===== src/rtl/mem_arbiter_pkg.sv =====
// Shared types and constants for the IF/LS memory arbiter.
package mem_arbiter_pkg;

    typedef enum logic [1:0] {IDLE, REQ, RSP} arb_state_e;

    typedef enum logic [1:0] {OWN_NONE, OWN_IF, OWN_LS} arb_owner_e;

    localparam logic [3:0] BE_ALL = 4'hF;

endpackage : mem_arbiter_pkg


===== src/rtl/mem_arbiter_arb_pick.sv =====
// Two-way requester picker: fixed LS>IF priority by default.
// With ARB_ROUND_ROBIN_EN defined, a simultaneous pair goes to the requester that did not win last.
module arb_pick
    import mem_arbiter_pkg::*;
(
    input  logic       if_req_i,
    input  logic       ls_req_i,
`ifdef ARB_ROUND_ROBIN_EN
    input  arb_owner_e rr_last_i,
`endif
    output arb_owner_e owner_o
);

    // Choose the winner among pending requesters
    always_comb begin
        owner_o = OWN_NONE;
        if (ls_req_i && if_req_i) begin
`ifdef ARB_ROUND_ROBIN_EN
            owner_o = (rr_last_i == OWN_LS) ? OWN_IF : OWN_LS;
`else
            owner_o = OWN_LS;
`endif
        end else if (ls_req_i) begin
            owner_o = OWN_LS;
        end else if (if_req_i) begin
            owner_o = OWN_IF;
        end
    end

endmodule : arb_pick


===== src/rtl/mem_arbiter.sv =====
// Single-port memory arbiter between instruction fetch and load/store,
// one outstanding transaction, with a response watchdog.
// Optional feature macro: ARB_ROUND_ROBIN_EN (round-robin on simultaneous requests).
module mem_arbiter
    import mem_arbiter_pkg::*;
#(
    parameter int unsigned TIMEOUT = 16,
    parameter int unsigned AW      = 32,
    parameter int unsigned DW      = 32
) (
    input  logic              clk,
    input  logic              rst,
    input  logic              if_req,
    input  logic [AW-1:0]     if_addr,
    output logic              if_gnt,
    output logic              if_rvalid,
    output logic [DW-1:0]     if_rdata,
    input  logic              ls_req,
    input  logic              ls_we,
    input  logic [DW/8-1:0]   ls_be,
    input  logic [AW-1:0]     ls_addr,
    input  logic [DW-1:0]     ls_wdata,
    output logic              ls_gnt,
    output logic              ls_rvalid,
    output logic [DW-1:0]     ls_rdata,
    output logic              mem_req,
    output logic              mem_we,
    output logic [DW/8-1:0]   mem_be,
    output logic [AW-1:0]     mem_addr,
    output logic [DW-1:0]     mem_wdata,
    input  logic              mem_gnt,
    input  logic              mem_rvalid,
    input  logic [DW-1:0]     mem_rdata,
    output logic              err
);

    localparam int unsigned BEW = DW / 8;
    localparam int unsigned CW  = $clog2(TIMEOUT + 1);
    localparam logic [CW-1:0]  CNT_LAST = CW'(TIMEOUT - 1);
    // IF fetches full words; BE_ALL covers the 32-bit case, wider buses fill with ones
    localparam logic [BEW-1:0] BE_IF = (BEW == 4) ? BEW'(BE_ALL) : {BEW{1'b1}};

    arb_state_e    state_q, state_d;
    arb_owner_e    owner_q, owner_d;
    logic [CW-1:0] cnt_q, cnt_d;
    arb_owner_e    pick_c;
    logic          timeout_c;
    logic          rsp_done_c;

`ifdef ARB_ROUND_ROBIN_EN
    arb_owner_e    rr_last_q, rr_last_d;
`endif

    arb_pick u_arb_pick (
        .if_req_i  (if_req),
        .ls_req_i  (ls_req),
`ifdef ARB_ROUND_ROBIN_EN
        .rr_last_i (rr_last_q),
`endif
        .owner_o   (pick_c)
    );

    // Watchdog fires on the last allowed RSP cycle with no response
    assign timeout_c  = (state_q == RSP) && !mem_rvalid && (cnt_q == CNT_LAST);
    assign rsp_done_c = (state_q == RSP) && (mem_rvalid || timeout_c);

    // State register
    always_ff @(posedge clk) begin
        if (!rst) begin
            state_q <= IDLE;
        end else begin
            state_q <= state_d;
        end
    end

    // Owner, watchdog counter and round-robin history registers
    always_ff @(posedge clk) begin
        if (!rst) begin
            owner_q   <= OWN_NONE;
            cnt_q     <= '0;
`ifdef ARB_ROUND_ROBIN_EN
            rr_last_q <= OWN_IF;
`endif
        end else begin
            owner_q   <= owner_d;
            cnt_q     <= cnt_d;
`ifdef ARB_ROUND_ROBIN_EN
            rr_last_q <= rr_last_d;
`endif
        end
    end

    // Next-state, owner and counter logic
    always_comb begin
        state_d   = state_q;
        owner_d   = owner_q;
        cnt_d     = '0;
`ifdef ARB_ROUND_ROBIN_EN
        rr_last_d = rr_last_q;
`endif
        unique case (state_q)
            IDLE: begin
                if (pick_c != OWN_NONE) begin
                    state_d   = REQ;
                    owner_d   = pick_c;
`ifdef ARB_ROUND_ROBIN_EN
                    rr_last_d = pick_c;
`endif
                end
            end
            REQ: begin
                if (mem_gnt) begin
                    state_d = RSP;
                end
            end
            RSP: begin
                cnt_d = cnt_q + CW'(1);
                if (rsp_done_c) begin
                    cnt_d = '0;
                    if (pick_c != OWN_NONE) begin
                        state_d   = REQ;
                        owner_d   = pick_c;
`ifdef ARB_ROUND_ROBIN_EN
                        rr_last_d = pick_c;
`endif
                    end else begin
                        state_d = IDLE;
                        owner_d = OWN_NONE;
                    end
                end
            end
            default: begin
                state_d = IDLE;
                owner_d = OWN_NONE;
            end
        endcase
    end

    // Output muxes; everything is held at zero while reset is asserted
    always_comb begin
        if_gnt    = 1'b0;
        if_rvalid = 1'b0;
        if_rdata  = '0;
        ls_gnt    = 1'b0;
        ls_rvalid = 1'b0;
        ls_rdata  = '0;
        mem_req   = 1'b0;
        mem_we    = 1'b0;
        mem_be    = '0;
        mem_addr  = '0;
        mem_wdata = '0;
        err       = 1'b0;
        if (rst) begin
            if (state_q == REQ) begin
                mem_req = 1'b1;
                if (owner_q == OWN_LS) begin
                    mem_we    = ls_we;
                    mem_be    = ls_be;
                    mem_addr  = ls_addr;
                    mem_wdata = ls_we ? ls_wdata : '0;
                    ls_gnt    = mem_gnt;
                end else if (owner_q == OWN_IF) begin
                    mem_be   = BE_IF;
                    mem_addr = if_addr;
                    if_gnt   = mem_gnt;
                end
            end
            if (rsp_done_c) begin
                err = timeout_c;
                if (owner_q == OWN_LS) begin
                    ls_rvalid = 1'b1;
                    ls_rdata  = mem_rvalid ? mem_rdata : '0;
                end else if (owner_q == OWN_IF) begin
                    if_rvalid = 1'b1;
                    if_rdata  = mem_rvalid ? mem_rdata : '0;
                end
            end
        end
    end

endmodule : mem_arbiter


===== config.mk =====
export PLATFORM = sky130hd
export DESIGN_NAME = mem_arbiter
export DESIGN_NICKNAME = d
export VERILOG_FILES = /design/src/rtl/mem_arbiter_pkg.sv /design/src/rtl/mem_arbiter_arb_pick.sv /design/src/rtl/mem_arbiter.sv
export SDC_FILE = /design/constraint.sdc
export NUM_CORES = 1
export LEC_CHECK = 0
export CELL_PAD_IN_SITES_DETAIL_PLACEMENT = 2
export CELL_PAD_IN_SITES_GLOBAL_PLACEMENT = 2
export CORE_AREA = 2 2 127 129
export DETAILED_ROUTE_END_ITERATION = 8
export DIE_AREA = 0 0 129 131
export PLACE_DENSITY = 0.95
export SYNTH_ARGS = -nofsm -noshare
export SYNTH_HDL_FRONTEND = slang
export SYNTH_SLANG_ARGS = --single-unit
export TNS_END_PERCENT = 1

===== constraint.sdc =====
create_clock -name clk -period 3.2 [get_ports clk]
set_input_delay 0.8 -clock clk [delete_from_list [all_inputs] [get_ports clk]]
set_output_delay 0.8 -clock clk [all_outputs]
set_load 0.1 [all_outputs]

==> results of run 1 <==
## logic make-up after synthesis
logic type	after synthesis	share of synthesized area
DFF	9	0.1176
buffers and inverters	30	0.09559
xor gates and xnor gates	2	0.01144
and+or+nand+nor	191	0.5572
AOI/OAI and AO/OA	42	0.2018
adders and majority gates	2	0.01634
## power groups by stage
stage / Combinational (mW) / Clock, mW / Sequential (mW)
5_1_grt: 0.558 / 0.235 / 0.125
6_report: 0.530 / 0.226 / 0.124
4_1_cts: 0.534 / 0.231 / 0.123
3_5_place_dp: 0.529 / 0 / 0.125
2_1_floorplan: 0.234 / 0 / 0.123
3_3_place_gp: 0.507 / 0 / 0.124
## critical path, stage by stage
cell	delay, ns
clkdlybuf4s50_1	0.53
or2_2	0.15
nand4_1	0.14
buf_12	0.22
nor2_1	0.24
buf_12	0.21
## sequential cells by signal, summed over array words and instances (netlist names)
| signal | flops |
|---|---|
| cnt_q | 5 |
| owner_q | 2 |
| state_q | 2 |
## synthesized netlist by cell type
library cell and instances:
o32ai_1 1, or2_2 1, and2_1 32, buf_1 1
nor2b_1 2, nand2b_1 1, a21o_1 1, xor2_1 1
nor2_1 105, nor3_1 1, and2b_1 1, and3_1 5
nand2_1 34, o21ba_2 1, nor3b_1 1, o21a_1 1
inv_1 5, buf_2 16, a32o_1 1, buf_4 3
dfxtp_1 9, or3b_1 1, nand3b_1 2, clkbuf_1 3
xnor2_1 1, nand4_1 2, o21ai_0 1, ha_1 2
nor4b_1 1, clkbuf_2 2, nand3_1 2, a22oi_1 32
a21oi_1 4
## worst max path at each step
stage	from	endpoint	slack (ns)	cells past startpoint
6_report	mem_rvalid	if_rdata[0]	0.08	6
5_1_grt	mem_rvalid	if_rdata[0]	-0.03	5
4_1_cts	mem_rvalid	if_rdata[14]	0.04	6
3_5_place_dp	rst	if_rdata[14]	-0.1	6
3_3_place_gp	rst	if_rdata[14]	-0.04	6
2_1_floorplan	rst	mem_wdata[22]	-0.75	5
## repair_timing
| item | in CTS | in global routing |
|---|---|---|
| hold buffers | 0 | 0 |
| gates resized for setup | 5 | 7 |
| cloned | 1 | 0 |
| endpoints found under the setup margin | 96 | 8 |
## final cells by class
class	count	area, sq um
Clock buffer	4	78.83
Fill cell	1661	9499
Multi-Input combinational cell	237	1242
Sequential cell	9	180.2
Inverter	5	18.77
Timing Repair Buffer	288	4308
Tap cell	216	270.3
## routing by layer
| layer | GRT usage | vias to the layer above | share of wire |
|---|---|---|---|
| met5 | 0 | - | 0 |
| met4 | 0.03325 | 0 | 0.017 |
| met3 | 0.02239 | 16 | 0.045 |
| met2 | 0.3209 | 118 | 0.60 |
| met1 | 0.1623 | 1492 | 0.34 |
| li1 | - | 1433 | - |
## layout by cell type (no fill, tap or decap), drive strengths merged, types with 2 or more instances in the layout
master and n:
a22oi 32, inv 5, and2 32, nand2 34, nand3b 2, nand3 2, a21oi 4, nand4 2
nor2 105, and3 5, clkdlybuf4s50 137, dfxtp 9, nor2b 2, clkbuf 4, ha 2, buf 149
## through the flow
step	setup TNS [ns]	hold WS, ns
3_3_place_gp	-0.03889	0.4259
6_report	0	0.4562
3_5_place_dp	-3.832	0.4582
5_1_grt	-0.03558	0.4811
2_1_floorplan	-36.75	0.4179
4_1_cts	0	0.4671
==> results.md, run 1 <==
- Post-synth cell types: 33
- Placed cell areas: 0.005961 sq mm
- Crit path kind: primary input to primary output
- P_sw: 0.3354 mW
- Clock sink count: 9
- Ant diodes: 0
- Reg2reg end: owner_q[1]
- GR Util All Layers: 0.1545
- Synth Warn #: 0
- Vias in the first global route: 3414
- Die W: 129 um
- Pin count of the biggest net entering global routing: 38
- Worst endpoint required time: 2.40 ns
- Internal power: 0.5437 mW
- Clock Path Buffers: 2
- Reg2Reg Depth: 6
- H-tree level count: 1
- HPWL after DPL: 12.01 mm
- Worst Hold Path EP: cnt_q[0]
- Worst skew pair latency: 0.24 ns
- Flops & latches, synth: 9
- Port Buffer Count: 277
- Final ANT Viol Nets: 0
- Pwr Density: 144.2 mW/mm^2
- Critical path fanouts, max: 33
- Hold path startpoint: cnt_q[0]
- Top cell type by total area after synthesis: nor2_1
- Worst-Margin Slew: 0.4739 ns
- Setup slack, reg-to-reg: 1.36 ns
- Area share of the leading cell type in the synthesized netlist: 0.2574
- Total number of vias: 3059
- RSZ-0062 raised after global routing: yes
- Die Y: 131 um
- Core Region: 0.01560 sq mm
- Crit. End Element: primary output
- Total power: 0.8792 mW
- Max Slew Vio Count: 0
- Row count: 46
- Final GP Congestion: 0.8581
- CTS tree: yes
- Gr ovfl total: 0
- Setup bufs post-CTS: 0
- Initial core utilization: 0.09819
- Average size of a mapped cell: 5.549 sq um
- Crit path DAT: 2.32 ns
- Comb pwr share: 0.602
- Cell area after synthesis: 0.001531 sq mm
- Reg clk slew, reported paths: 0.04 ns
- DIE AREA: 0.01690 sq mm
- Final setup margin: 0.08347 ns
- Max-cap viol count: 0
- Flop pwr share: 0.141
- Sequential fraction of the synthesis area: 0.1176
- DRT iter0 DRCs: 96
- Max Freq: 0.3209 GHz
- Residual DRC: 0
- Cells after synthesis: 276
- Startpoint Class: primary input
- Status: complete, no violations
- Area Overhead vs Synth: 298.2%
- Min-delay worst type: register to register
- Maximum VDD drop: 0.0001290 V
- Final Hold Violating Endpoints: 0
- Switching share of power: 0.3815
- Worst Clk Skew: 0.002608 ns
- First-pass GRT wire length: 20.00 mm
- Layout cells sized above 1: 0.3094
- Syn nets: 417
- Synth top area cells: nor2_1 26%, a22oi_1 16%, and2_1 13%
- DR WL/cell: 18.48 um
- Drt pass-1 iters: 4
- TritonCTS Buffers: 3
- # setup viols final: 0
- Initial antenna violation count: 0
- Post-Route Utilization: 0.3910
- DP Cell Count: 754
- Via-per-instance ratio: 4.030
- WHS Path Cells: 1
- DP Worst Slack: -0.09665 ns
- Leak Pwr: 2.319 nW
- Fin crit share: 0.9739
- WL final: 14.02 mm
- Post-route cell area: 0.006098 sq mm
- CTS root buf: clkbuf_16
- Worst r2r src: cnt_q[0]
- Crit path time final: 3.117 ns
- Top-level I/O count: 278
- Clock share of power: 0.257
- Layout Cells excl Fill: 759
- Max_slew headroom: 0.6834
- Nets@finish: 685
Note: power is estimated with default switching activity, not from simulation.
==> run 2, diff against run 1 <==
==> constraint.sdc (replaced) <==
create_clock -name clk -period 3.2 [get_ports clk]
set_input_delay 0.8 -clock clk [delete_from_list [all_inputs] [get_ports clk]]
set_output_delay 0.8 -clock clk [all_outputs]
set_load 0.02 [all_outputs]
==> run 2 against run 1 <==
Net effect:
- clock power about the same
- total power down 20%
- worst hold slack better by 0.016 ns
- fmax up 0.45%
- global-route usage down 2.2 points
- highest routed layer unchanged
- largest cell class unchanged
- largest power group unchanged
==> results.md, run 2 (synthesis results as in run 1) <==
- Worst skew pair latency: 0.24 ns (about the same)
- DIE AREA: 0.01690 sq mm (unchanged)
- Gr ovfl total: 0 (unchanged)
- Clock Path Buffers: 2 (unchanged)
- Port Buffer Count: 277 (unchanged)
- Leak Pwr: 2.160 nW (-6.9%)
- Layout cells sized above 1: 0.05341 (-0.2560)
- Largest regs: cnt_q (5), owner_q (2), state_q (2)
- Final GP Congestion: 0.8547 (-0.40%)
- Nets@finish: 685 (unchanged)
- Core Region: 0.01560 sq mm (unchanged)
- Initial antenna violation count: 0 (unchanged)
- Pwr Density: 155.4 mW/mm^2 (+7.8%)
- CTS tree: yes
- Crit path DAT: 2.30 ns (-0.02 ns)
- Via-per-instance ratio: 3.942 (-2.2%)
- H-tree level count: 1 (unchanged)
- Crit path kind: primary input to primary output
- Worst-Margin Slew: 0.4155 ns (-0.05836 ns)
- Hold buffer count at cts: 0 (unchanged)
- Clock sink count: 9 (unchanged)
- Fillers: 1857 (+12%)
- Initial core utilization: 0.09819 (unchanged)
- Max Slew Vio Count: 0 (unchanged)
- Most common library cell in the layout ignoring fill and taps: clkdlybuf4s50_1
- Die W: 129 um (unchanged)
- Largest reg by FF count: cnt_q
- Worst endpoint required time: 2.40 ns (about the same)
- Startpoint Class: primary input
- Total power: 0.7074 mW (-20%)
- Min-delay worst type: register to register
- Area Overhead vs Synth: 197.1%
- Final ANT Viol Nets: 0 (unchanged)
- Status: complete, no violations
- Multi-input gate area: 0.001211 sq mm (-2.5%)
- Total number of vias: 2992 (-2.2%)
- Maximum VDD drop: 0.00009474 V (-27%)
- # setup viols final: 0 (unchanged)
- Drt pass-1 iters: 4 (unchanged)
- Residual DRC: 0 (unchanged)
- Max Freq: 0.3223 GHz (+0.45%)
- Final Hold Violating Endpoints: 0 (unchanged)
- Row count: 46 (unchanged)
- CTS root buf: clkbuf_16
- Fin crit share: 0.9696 (-0.004362)
- Setup TNS: 0 ns (unchanged)
- Top-level I/O count: 278 (unchanged)
- Vias in the first global route: 3273 (-4.1%)
- Max-cap viol count: 0 (unchanged)
- Most frequent cells in the layout: 144 x clkdlybuf4s50_1, 105 x nor2_1, 98 x dlygate4sd2_1, 34 x nand2_1
- Reg clk slew, reported paths: 0.04 ns (about the same)
- Pin count of the biggest net entering global routing: 38 (unchanged)
- GR Util All Layers: 0.1329 (-0.02155)
- Max_slew headroom: 0.7230 (+0.03959)
- Critical path fanouts, max: 33 (unchanged)
- HPWL after DPL: 10.32 mm (-14%)
- DRT iter0 DRCs: 70 (-27%)
- Die Y: 131 um (unchanged)
- First-pass GRT wire length: 17.77 mm (-11%)
- Crit. End Element: primary output
- Sequential Area: 180.2 sq um (unchanged)
- Worst Clk Skew: 0.001441 ns (-0.001167 ns)
- WL final: 12.51 mm (-11%)
- Ant diodes: 0 (unchanged)
- Max reg flops: 5 (unchanged)
- DR WL/cell: 16.48 um (-11%)
- Crit path time final: 3.103 ns (-0.01396 ns)
- TritonCTS Buffers: 3 (unchanged)
run 2: cell count changes in the layout (fill, tap and decap cells not counted), moves of 2 or more:
| cell | before | now |
|---|---|---|
| nor2_1 | 98 | 105 |
| clkdlybuf4s15_1 | 0 | 26 |
| nor2_2 | 7 | 0 |
| buf_12 | 142 | 3 |
| clkdlybuf4s15_2 | 0 | 7 |
| dlygate4sd2_1 | 1 | 98 |
| clkbuf_2 | 0 | 2 |
| clkdlybuf4s50_1 | 137 | 144 |
| and2_4 | 2 | 0 |
| and2_1 | 30 | 32 |
run 2: power by group:
group	internal, mW	total [mW]	switching (mW)	leakage (nW)
clock	0.165	0.225	0.0599	0.0409
sequential	0.118	0.124	0.00610	0.0733
combinational	0.211	0.359	0.148	2.05
total	0.494	0.707	0.214	2.16
run 2: through the flow:
stage	instances	hold WS [ns]	setup WS, ns	area, sq um	utilization
floorplan	276	0.4179	0.6163	1531	-
global placement	753	0.4260	-0.3254	4557	0.2922
detailed placement	753	0.4840	-0.4292	4557	0.2922
CTS	757	0.4811	0.06846	4494	0.2881
global route	759	0.5019	-0.01006	4551	0.2918
finish	759	0.4719	0.09743	4551	0.2918
run 2: what timing repair did:
action                     CTS  global route
cloned                       0             1
setup buffers                0             1
gates resized for setup    150            29
setup endpoints to repair  138            22
run 2: final timing paths:
path,depth (start not counted),start,slack (ns),to
hold reg to reg,1,cnt_q[0],0.47,cnt_q[0]
setup reg to reg,6,cnt_q[0],1.38,owner_q[0]
setup / recovery,7,rst,0.1,mem_wdata[20]
hold / removal,1,cnt_q[0],0.47,cnt_q[0]
run 2: layer usage:
metal,part of all wire,wire length [um],up-vias,track usage
met4,0.011,136,0,0.02174
met1,0.35,4382,1407,0.1390
li1,-,-,1435,-
met2,0.57,7093,139,0.2764
met3,0.072,898,11,0.02443
met5,0,0,-,0
run 2: critical path, stage by stage:
cell           delay, ns
dlygate4sd2_1       0.31
nand3b_1            0.15
inv_1               0.10
and3_1              0.22
buf_12              0.19
and2_1              0.15
dlygate4sd2_1       0.37
run 2: area by class of cell:
cell class | instances | area share
Multi-Input combinational cell | 237 | 0.2662
Clock buffer | 3 | 0.01650
Inverter | 5 | 0.004124
Tap cell | 216 | 0.05939
Clock inverter | 1 | 0.001100
Timing Repair Buffer | 288 | 0.6131
Sequential cell | 9 | 0.03959
==> run 3, diff against run 2 <==
HOLD_SLACK_MARGIN = 0.03   (was default)
TNS_END_PERCENT = 10   (was 1)
==> run 3 against run 2 <==
Net effect:
- worst hold slack about the same
- via count is 0.70% lower
- utilization grew 0.34 points
- critical endpoint is now mem_addr[22]
==> results.md, run 3 (synthesis results as in run 1) <==
- Max Freq: 0.3192 GHz (-0.96%)
- Largest regs: cnt_q (5), owner_q (2), state_q (2)
- Pin count of the biggest net entering global routing: 38 (unchanged)
- Comb pwr share: 0.510 (+0.003)
- DP Worst Slack: -0.4292 ns (unchanged)
- Status: complete, no violations
- Internal power: 0.4983 mW (+0.94%)
- Initial antenna violation count: 0 (unchanged)
- Nets@finish: 683 (-0.29%)
- Worst endpoint required time: 2.40 ns (about the same)
- Max_slew headroom: 0.7226 (about the same)
- Total number of vias: 2971 (-0.70%)
- Residual DRC: 0 (unchanged)
- Clock Path Buffers: 2 (unchanged)
- TritonCTS Buffers: 3 (unchanged)
- Final GP Congestion: 0.8547 (unchanged)
- Max-cap viol count: 0 (unchanged)
- Crit path time final: 3.133 ns (+0.02994 ns)
- Row count: 46 (unchanged)
- DP Cell Count: 753 (unchanged)
- Most frequent cells in the layout: 154 x clkdlybuf4s50_1, 105 x nor2_1, 70 x dlygate4sd2_1, 34 x nand2_1
- Fin crit share: 0.9789 (+0.009356)
- GR Util All Layers: 0.1331 (+0.0001715)
- Reg clk slew, reported paths: 0.04 ns (about the same)
- Hold path startpoint: cnt_q[0]
- Clock share of power: 0.316 (-0.002)
- Setup slack, reg-to-reg: 1.38 ns (about the same)
- Gr ovfl total: 0 (unchanged)
- Ant diodes: 0 (unchanged)
- # setup viols final: 0 (unchanged)
- Final ANT Viol Nets: 0 (unchanged)
- Critical Path Max Stage Delay: 0.64 ns (+0.27 ns)
- Max reg flops: 5 (unchanged)
- Total power: 0.7106 mW (+0.45%)
- DRT iter0 DRCs: 58 (-17%)
- Post-route cell area: 0.004604 sq mm (+1.2%)
- RSZ-0062 raised after global routing: no
- Clock sink count: 9 (unchanged)
- Most common library cell in the layout ignoring fill and taps: clkdlybuf4s50_1
- Pwr Density: 154.3 mW/mm^2 (-0.73%)
- Top-level I/O count: 278 (unchanged)
- Die Y: 131 um (unchanged)
- Worst-Margin Slew: 0.4160 ns (+0.0005267 ns)
- Max Slew Vio Count: 0 (unchanged)
- First-pass GRT wire length: 17.80 mm (+0.20%)
- Min-delay worst type: register to register
- Via-per-instance ratio: 3.925 (-0.44%)
- Crit path kind: primary input to primary output
- Area Overhead vs Synth: 200.7%
- Leak Pwr: 2.389 nW (+11%)
- Worst path bufs/invs: 3 (-1)
- Core Region: 0.01560 sq mm (unchanged)
- Worst r2r src: cnt_q[0]
- Layout cells sized above 1: 0.05360 (+0.0001974)
- WHS Path Cells: 1 (unchanged)
- CTS tree: yes
- DR WL/cell: 16.27 um (-1.3%)
- Layout Cells excl Fill: 757 (-0.26%)
- Final Hold Violating Endpoints: 0 (unchanged)
- Final setup margin: 0.06749 ns (-0.02994 ns)
- CTS root buf: clkbuf_16
- CP startpoint: rst
- Vias in the first global route: 3276 (+0.092%)
- Largest reg by FF count: cnt_q
- Worst skew pair latency: 0.24 ns (about the same)
- Drt pass-1 iters: 4 (unchanged)
- CP max-delay cell: clkdlybuf4s50_1
- Min Hold Slack: 0.4720 ns (+0.00003400 ns)
- P_sw: 0.2123 mW (-0.68%)
- Reg2reg end: owner_q[0]
- WL final: 12.32 mm (-1.6%)
- Cell Chain, Critical Path: dlygate4sd2_1 -> nand3b_1 -> buf_4 -> nor2_1 -> clkdlybuf4s50_1
- Critical path fanouts, max: 37 (+12%)
- HPWL after DPL: 10.32 mm (unchanged)
- DIE AREA: 0.01690 sq mm (unchanged)
- Worst Hold Path EP: cnt_q[0]
- Port Buffer Count: 277 (unchanged)
- Reg2Reg Depth: 6 (unchanged)
- Flop pwr share: 0.174 (about the same)
- Worst Clk Skew: 0.0009553 ns (-0.0004857 ns)
- Switching share of power: 0.2987 (-0.003390)
- Initial core utilization: 0.09819 (unchanged)
- Startpoint Class: primary input
- Maximum VDD drop: 0.00009458 V (-0.16%)
- Crit. End Element: primary output
- Hold buffer count at cts: 0 (unchanged)
- H-tree level count: 1 (unchanged)
- Placed cell areas: 0.004557 sq mm (unchanged)
- Crit path DAT: 2.33 ns (+0.03 ns)
- CP delay by family, top: buffers and inverters
- Die W: 129 um (unchanged)
-- run 3: cell count changes in the layout (fill, tap and decap cells not counted) --
cell             delta
buf_6               -1
clkbuf_16           -1
clkdlybuf4s15_1     -5
clkdlybuf4s15_2     +2
clkdlybuf4s50_1    +10
dlygate4sd2_1      -28
dlymetal6s2s_1     +21
-- run 3: cell type report --
type	instances	area (sq um)
flip-flops and latches	9	180.2
multi-input cells	237	1211
inverters	5	18.77
fillers	1834	10990
clock inverters	1	5.005
well taps	216	270.3
repair buffers	286	2844
clock buffers	3	75.07
-- run 3: power by group through the flow --
stage	Combinational [mW]	Sequential (mW)	Clock (mW)
CTS	0.370	0.124	0.232
floorplan	0.129	0.123	0
finish	0.363	0.124	0.224
detailed placement	0.372	0.125	0
global placement	0.357	0.124	0
global route	0.393	0.125	0.239
-- run 3: worst max path at each step --
stage / slack (ns) / end / cells after the start
finish: 0.07 / mem_addr[22] / 5
global route: 0.0002 / if_rdata[20] / 8
CTS: 0.02 / mem_addr[12] / 5
detailed placement: -0.43 / if_rdata[27] / 6
global placement: -0.33 / ls_rdata[20] / 6
floorplan: 0.62 / mem_wdata[22] / 5
-- run 3: timing repair --
item / in CTS / in global routing
resized for setup: 121 / 46
setup endpoints to repair: 138 / 44
pin swaps: 0 / 0
buffers inserted: 0 / 0
-- run 3: worst reg2reg max path: stages (launching register included) --
cell and delay, ns:
dfxtp_1 0.33, ha_1 0.22, and3_1 0.19, ha_1 0.22
or3b_1 0.43, o32ai_1 0.20, a21o_1 0.17
-- run 3: per-stage QoR --
| stage | util | setup TNS (ns) |
|---|---|---|
| 2_1_floorplan | - | 0 |
| 3_3_place_gp | 0.2922 | -30.24 |
| 3_5_place_dp | 0.2922 | -39.77 |
| 4_1_cts | 0.2906 | 0 |
| 5_1_grt | 0.2952 | 0 |
| 6_report | 0.2952 | 0 |
-- run 3: metal layers --
layer  vias up  track usage  wire, um
met5         -            0         0
met4         0      0.02174       136
met3        11      0.02524       880
met2       135       0.2758      6962
met1      1395       0.1395      4336
li1       1430            -         -
